**config.mk**
```make
export PLATFORM = sky130hd
export DESIGN_NAME = muldiv_unit
export DESIGN_NICKNAME = d
export VERILOG_FILES = /design/src/rtl/muldiv_unit.sv
export SDC_FILE = /design/constraint.sdc
export NUM_CORES = 1
export LEC_CHECK = 0
export CAP_MARGIN = 20
export CORE_MARGIN = 2
export CORE_UTILIZATION = 40
export CTS_BUF_LIST = sky130_fd_sc_hd__clkbuf_16
export DETAILED_ROUTE_END_ITERATION = 10
export GPL_TIMING_DRIVEN = 1
export HOLD_SLACK_MARGIN = 0.08
export PLACE_DENSITY = 0.63
export SYNTH_ARGS = -nofsm -noshare
export SYNTH_HDL_FRONTEND = slang
export SYNTH_SLANG_ARGS = --single-unit
export TNS_END_PERCENT = 20
```
**constraint.sdc**
```tcl
create_clock -name clk -period 8.3 [get_ports clk]
set_input_delay 2.49 -clock clk [delete_from_list [all_inputs] [get_ports clk]]
set_output_delay 2.49 -clock clk [all_outputs]
set_load 0.01 [all_outputs]
```
**src/rtl/muldiv_unit.sv**
```systemverilog
// muldiv_unit: iterative RV32M multiply/divide unit with a fixed 33-cycle issue-to-writeback latency.
// Build option: define MULDIV_DIV_EN to include the divider; without it ops 4-7 write back zero.
module muldiv_unit #(
   parameter int XLEN = 32
) (
   input  logic            clk,
   input  logic            rst,
   // Issue handshake: start_i is taken only while busy_o is low (state IDLE); busy_o then stays
   // high until the cycle after done_o, so the caller simply stalls on busy_o and needs no ready.
   input  logic            start_i,
   input  logic [2:0]      op_i,
   input  logic [XLEN-1:0] rs1_val_i,
   input  logic [XLEN-1:0] rs2_val_i,
   input  logic [4:0]      rd_addr_i,
   output logic            busy_o,
   output logic            done_o,
   output logic            wb_we_o,
   output logic [4:0]      wb_wa_o,
   output logic [XLEN-1:0] wb_wd_o,
   output logic [1:0]      dbg_state_o
);

   localparam logic [2:0] OP_MUL    = 3'd0;
   localparam logic [2:0] OP_MULH   = 3'd1;
   localparam logic [2:0] OP_MULHSU = 3'd2;
   localparam logic [2:0] OP_DIV    = 3'd4;
   localparam logic [2:0] OP_REM    = 3'd6;

   typedef enum logic [1:0] {
      S_IDLE = 2'd0,
      S_CALC = 2'd1,
      S_FIX  = 2'd2,
      S_DONE = 2'd3
   } state_t;

   state_t            state_q;
   logic [2:0]        op_q;
   logic [4:0]        rd_q;
   logic [XLEN-1:0]   mcand_q;
   logic [XLEN-1:0]   hi_q;
   logic [XLEN-1:0]   lo_q;
   logic              neg_q;
   logic [4:0]        cnt_q;
   logic              busy_q;
   logic              done_q;
   logic              wb_we_q;
   logic [4:0]        wb_wa_q;
   logic [XLEN-1:0]   wb_wd_q;

`ifdef MULDIV_DIV_EN
   localparam logic [XLEN-1:0] INT_MIN = {1'b1, {(XLEN-1){1'b0}}};
   logic [XLEN-1:0]   rs1_q;
   logic              dzero_q;
   logic              ovf_q;
   logic              dzero_d;
   logic              ovf_d;
   logic [XLEN:0]     part_rem;
   logic              rem_fits;
   logic [XLEN-1:0]   div_v;
`endif

   // Operand conditioning at issue: magnitudes plus the sign the result must carry.
   logic              rs1_signed;
   logic              rs2_signed;
   logic              rs1_neg;
   logic              rs2_neg;
   logic [XLEN-1:0]   rs1_mag;
   logic [XLEN-1:0]   rs2_mag;
   logic              neg_d;

   always_comb begin
      rs1_signed = (op_i == OP_MULH) || (op_i == OP_MULHSU) || (op_i == OP_DIV) || (op_i == OP_REM);
      rs2_signed = (op_i == OP_MULH) || (op_i == OP_DIV) || (op_i == OP_REM);
      rs1_neg    = rs1_signed & rs1_val_i[XLEN-1];
      rs2_neg    = rs2_signed & rs2_val_i[XLEN-1];
      rs1_mag    = rs1_neg ? -rs1_val_i : rs1_val_i;
      rs2_mag    = rs2_neg ? -rs2_val_i : rs2_val_i;
      neg_d      = (op_i == OP_REM) ? rs1_neg : (rs1_neg ^ rs2_neg);
   end

`ifdef MULDIV_DIV_EN
   always_comb begin
      dzero_d = (rs2_val_i == '0);
      ovf_d   = !op_i[0] && (rs1_val_i == INT_MIN) && (rs2_val_i == '1);
   end
`endif

   // One iteration. lo_q carries rs1's magnitude in both modes: multiplier bits shift out
   // LSB first, or dividend bits shift out MSB first while quotient bits shift in.
   logic [XLEN:0]     mul_sum;
   logic [XLEN-1:0]   hi_d;
   logic [XLEN-1:0]   lo_d;

   always_comb begin
      mul_sum = {1'b0, hi_q} + {1'b0, mcand_q & {XLEN{lo_q[0]}}};
      hi_d    = mul_sum[XLEN:1];
      lo_d    = {mul_sum[0], lo_q[XLEN-1:1]};
`ifdef MULDIV_DIV_EN
      part_rem = {hi_q, lo_q[XLEN-1]};
      rem_fits = (part_rem >= {1'b0, mcand_q});
      if (op_q[2]) begin
         hi_d = rem_fits ? XLEN'(part_rem - {1'b0, mcand_q}) : part_rem[XLEN-1:0];
         lo_d = {lo_q[XLEN-2:0], rem_fits};
      end
`endif
   end

   // Result selection for the FIX cycle.
   logic [2*XLEN-1:0] prod;
   logic [2*XLEN-1:0] prod_s;
   logic [XLEN-1:0]   res_d;

   always_comb begin
      prod   = {hi_q, lo_q};
      prod_s = neg_q ? -prod : prod;
      res_d  = (op_q == OP_MUL) ? prod_s[XLEN-1:0] : prod_s[2*XLEN-1:XLEN];
`ifdef MULDIV_DIV_EN
      div_v = op_q[1] ? hi_q : lo_q;
      if (op_q[2]) begin
         res_d = neg_q ? -div_v : div_v;
         if (dzero_q) begin
            res_d = op_q[1] ? rs1_q : '1;
         end else if (ovf_q) begin
            res_d = op_q[1] ? '0 : INT_MIN;
         end
      end
`else
      if (op_q[2]) begin
         res_d = '0;
      end
`endif
   end

   always_ff @(posedge clk or negedge rst) begin
      if (!rst) begin
         state_q <= S_IDLE;
         op_q    <= '0;
         rd_q    <= '0;
         mcand_q <= '0;
         hi_q    <= '0;
         lo_q    <= '0;
         neg_q   <= 1'b0;
         cnt_q   <= '0;
         busy_q  <= 1'b0;
         done_q  <= 1'b0;
         wb_we_q <= 1'b0;
         wb_wa_q <= '0;
         wb_wd_q <= '0;
`ifdef MULDIV_DIV_EN
         rs1_q   <= '0;
         dzero_q <= 1'b0;
         ovf_q   <= 1'b0;
`endif
      end else begin
         case (state_q)
            S_IDLE: begin
               if (start_i) begin
                  state_q <= S_CALC;
                  busy_q  <= 1'b1;
                  op_q    <= op_i;
                  rd_q    <= rd_addr_i;
                  mcand_q <= rs2_mag;
                  lo_q    <= rs1_mag;
                  hi_q    <= '0;
                  neg_q   <= neg_d;
                  cnt_q   <= 5'd31;
`ifdef MULDIV_DIV_EN
                  rs1_q   <= rs1_val_i;
                  dzero_q <= dzero_d;
                  ovf_q   <= ovf_d;
`endif
               end
            end
            S_CALC: begin
               hi_q <= hi_d;
               lo_q <= lo_d;
               if (cnt_q == 5'd0) begin
                  state_q <= S_FIX;
               end else begin
                  cnt_q <= cnt_q - 5'd1;
               end
            end
            S_FIX: begin
               state_q <= S_DONE;
               done_q  <= 1'b1;
               wb_we_q <= (rd_q != 5'd0);
               wb_wa_q <= rd_q;
               wb_wd_q <= res_d;
            end
            S_DONE: begin
               state_q <= S_IDLE;
               busy_q  <= 1'b0;
               done_q  <= 1'b0;
               wb_we_q <= 1'b0;
               wb_wd_q <= '0;
            end
            default: state_q <= S_IDLE;
         endcase
      end
   end

   assign busy_o      = busy_q;
   assign done_o      = done_q;
   assign wb_we_o     = wb_we_q;
   assign wb_wa_o     = wb_wa_q;
   assign wb_wd_o     = wb_wd_q;
   assign dbg_state_o = state_q;

endmodule
```
# Yosys cells after proc, flatten, opt, wreduce, memory -nomap -nowiden
# Cells that the tools add are included.
dict set report classes {
  add_sub_neg 5
  n_eq_ne 10
  mux 21
  bitwise_logic 4
  n_reduce_logical 17
}
# op n
set ops {}
lappend ops {{$mux 32} 6}
lappend ops {{$pmux 32 s2} 3}
lappend ops {{$mux 64} 1}
lappend ops {{$neg 32->32} 2}
lappend ops {{$neg 64->64} 1}
lappend ops {{$add 32x32->33} 1}
lappend ops {{$and 32x32->32} 1}
lappend ops {{$mux 5} 2}
lappend ops {{$pmux 5 s2} 1}
lappend ops {{$pmux 2 s4} 1}
lappend ops {{$reduce_and 2->1} 4}
lappend ops {{$eq 3x3->1 const B} 2}
lappend ops {{$ne 2x2->1 const B} 3}
lappend ops {{$pmux 1 s2} 3}
lappend ops {{$reduce_bool 2->1} 3}
lappend ops {{$logic_not 5->1} 1}
lappend ops {{$logic_or 1x1->1} 5}
lappend ops {{$reduce_bool 5->1} 1}
lappend ops {{$sub 5x1->5 const B} 1}
lappend ops {{$eq 2x2->1 const B} 2}
lappend ops {{$mux 2} 2}
lappend ops {{$eq 3x1->1 const B} 1}
lappend ops {{$eq 3x2->1 const B} 1}
lappend ops {{$logic_not 3->1} 1}
lappend ops {{other kinds (6)} 8}
dict set report word_totals {
  register_bits 152
  inputBits 75
  output_inout_bits 42
  elab_cells 70
}

# Longest topological paths before layout
dict set report depth {
  ltp_word 8
  mapped_depth 14
  ltp_nobuf 12
}

# Least setup slack after synthesis
# No wires, ideal clock.
dict set report synth_path {
  kind {in2reg}
  startpoint {input rs1_val_i[22]}
  endpoint {register lo_q[30]}
  setup_time_ns 0.126
  t_arrival_ns 4.512
  slack_ns 3.662
  path_stages 8
  cell_sequence {or4_1 -> or3_1 -> nor3_1 -> nand2b_1 -> or3_1 -> o21ai_1 -> xnor2_1 -> a221o_1}
}
dict set report synth_between {
  elab_chain_len 4
}
# item line_no
set synth_lines {}
lappend synth_lines {{start, declared} 12} ;# input logic [XLEN-1:0] rs1_val_i,
lappend synth_lines {{$neg 32->32} 76} ;# rs1_mag = rs1_neg ? -rs1_val_i : rs1_val_i;
lappend synth_lines {{$mux 32} 76}
lappend synth_lines {{$mux 32} 157} ;# if (start_i) begin
lappend synth_lines {{$pmux 32 s2} 155} ;# case (state_q)
lappend synth_lines {{end signal, assigned} 163} ;# lo_q <= rs1_mag;
lappend synth_lines {{end signal, assigned} 176} ;# lo_q <= lo_d;
lappend synth_lines {{end, declared} 41} ;# logic [XLEN-1:0] lo_q;
# No other way between the ends. The select of a mux whose other input is x is not followed.
# A chain may end at the register's enable or synchronous reset.

# Final worst setup path
dict set report layout_path {
  startpoint {input rs1_val_i[0]}
  endpoint {register lo_q[26]}
}
# Same word-level chain as after synthesis.

==> metrics.txt <==
first-pass GRT wire length=48.09 mm; syn_area_per_cell=8.430 um2; status=completed; all-layer global routing usage=0.2112; Core Util, Final=0.4861; crit path from=rs1_val_i[0]; startpoint type of the worst setup path=input pin; most frequent cells in the layout=o21ai_0, nand2_1, dfrtp_1; Synth Register Bits=152; Clock Tree Buf Depth=2; RSZ-0062 raised after global routing=false; Max rail drop VDD=0.2073 mV; post-synthesis sequential area ratio=0.3544; chip width=167.8 um; Final Cycle Share=0.6020; final net count=1,460; critical hold path startpoint=mcand_q[25]; via count=9,483; largest net degree at the start of global routing=90; final worst-path setup slack=3304 ps; Initial Util=0.4095; final wirelength=29.14 mm; Sum Neg Setup Slack=0 ps; Yosys top cell area share=0.3544; gr ovfl total=0; Placed Cells=1,658; PD cells=335.3 nW/um2; clk_lat worst skew=440 ps; initial antenna violation count=0; CTS tree=yes; Hold Slack=472.5 ps; max-slew violation count=0; slew margin rel.=0.3226; CP Class=in2reg; WL per Instance=17.23 um; synth unique cells=65; CTS sink count=152; cts repair resizes=0; Yosys warning count=0; IO buf count=116; layout cells sized above 1=0.05088; area delta synth->final=18.70%; Design Area, Final=12,740 um2; post-route minimum period=4996 ps; CORE AREA=26,210 um2; Slew @ Worst Pin=1016 ps; final hold viol count=0; Setup Fix Bufs, Post-CTS=0; commonest non-fill, non-tap cell in the layout=o21ai_0; I/O pin count=117; Residual DRC=0; total leakage power=5.284 nW; DIE HEIGHT=167.8 um; number of diodes=0; CP Data Arrival Time=5320 ps; RePlAce Congestion=0.8776; R2R Path Start=lo_q[0]; CP max FO=6; FP Rows=59; CTS H-tree lvls=4; Cell Area, Synth=10,730 um2; FFs w/ async S/R, synth=1.000; ranking of synthesized cells by area=dfrtp_1, o21ai_0, xnor2_1, xor2_1, nand2_1; Worst setup EP type=register; post-DP HPWL=21.92 mm; CTS Buf Count=17; cells after synthesis=1,273; Syn Nets=1,390; f_max=200.1 MHz; main flop type after synthesis=dfrtp_1; setup violators final=0; cts hold-fix bufs=0; Max Cap Viol=0; HP Class=reg2reg; required time of the critical path=8630 ps; Initial DRC Count=873; Setup WS pre-CTS=2873 ps; Post-synth EDFFs=0; most area-hungry cell type in the Yosys netlist=dfrtp_1; Routed Antenna Nets=0; Die ar.=28,160 um2; fin cells=1,691; clk_skew=12.26 ps; Power, Total=4.271 mW; Clock Root Buffer=clkbuf_16; vias in the first global route=9,075; first-pass iteration count of the detailed router=6; Area after DPL=12,110 um2; CTS clk-pin slew, worst paths=70 ps; via density per instance=5.608
[worst paths after layout]
| path | depth (start not counted) | slack, ps | to |
|---|---|---|---|
| max in group asynchronous | 2 | 4860 | mcand_q[25] |
| worst max register to register | 13 | 4810 | hi_q[31] |
| worst min register to register | 2 | 470 | mcand_q[25] |
| min in group asynchronous | 1 | 2070 | wb_wd_o[6] |
| worst max-delay path | 11 | 3300 | lo_q[26] |
| worst min-delay path | 2 | 470 | mcand_q[25] |
[flip-flops by register name, indices dropped and copies added (netlist names), 2 cells and up]
signal	flops
lo_q	32
mcand_q	32
wb_wd_o	32
wb_wa_o	5
hi_q	32
dbg_state_o	2
cnt_q	5
op_q	3
rd_q	5
[layer usage]
metal	GRT usage	routed length, um	vias to the layer above
met5	0	0	-
met4	0.06767	522	0
met3	0.02985	1180	39
met2	0.3399	13560	220
met1	0.2943	13870	4498
li1	-	-	4726
[cells in the mapped netlist, types with 12 or more instances]
cell      count
a22oi_1      27
and2_1       38
nand2_1     156
xor2_1       70
nor3_1       27
nor2_1       72
clkbuf_1     65
a21o_1       21
nor2b_1      12
o31ai_1      32
xnor2_1      74
ha_1         41
dfrtp_1     152
o21ai_0     162
inv_1        21
or3_1        19
mux2_2       12
a21oi_1      78
nand2b_1     14
or4_1        13
nand4_1      14
[critical path: stages]
cell and delay, ps:
clkdlybuf4s50_1 460, inv_1 80, ha_1 160, nor3b_1 480, nand4bb_1 290, or3_1 540
o31ai_1 280, xor2_1 240, a31oi_1 110, nor2_1 140, nor2_1 50
[logic make-up (layout without fill, tap and decap cells)]
logic type,after synthesis,count (layout),synth area share
xor+xnor,144,144,0.1175
mux,23,23,0.02285
flops,152,152,0.3544
fa+ha+maj,42,42,0.04967
buf+inv,94,177,0.03311
compound gates,401,401,0.2297
simple gates,417,417,0.1927
[power by group]
part           total, mW  internal (mW)  switching, mW  leakage [nW]
Combinational       2.10          0.877           1.22          3.05
Sequential          1.37           1.04          0.328          1.94
Clock              0.804          0.432          0.372         0.296
[area by class of cell]
class | count | area (um2)
flip-flops and latches | 152 | 3805
multi-input cells | 1027 | 6595
repair buffers | 124 | 1242
clock buffers | 17 | 425.4
fillers | 2521 | 13470
clock inverters | 15 | 172.7
inverters | 21 | 78.83
well taps | 335 | 419.2
Note: power is estimated with default switching activity, not from simulation.
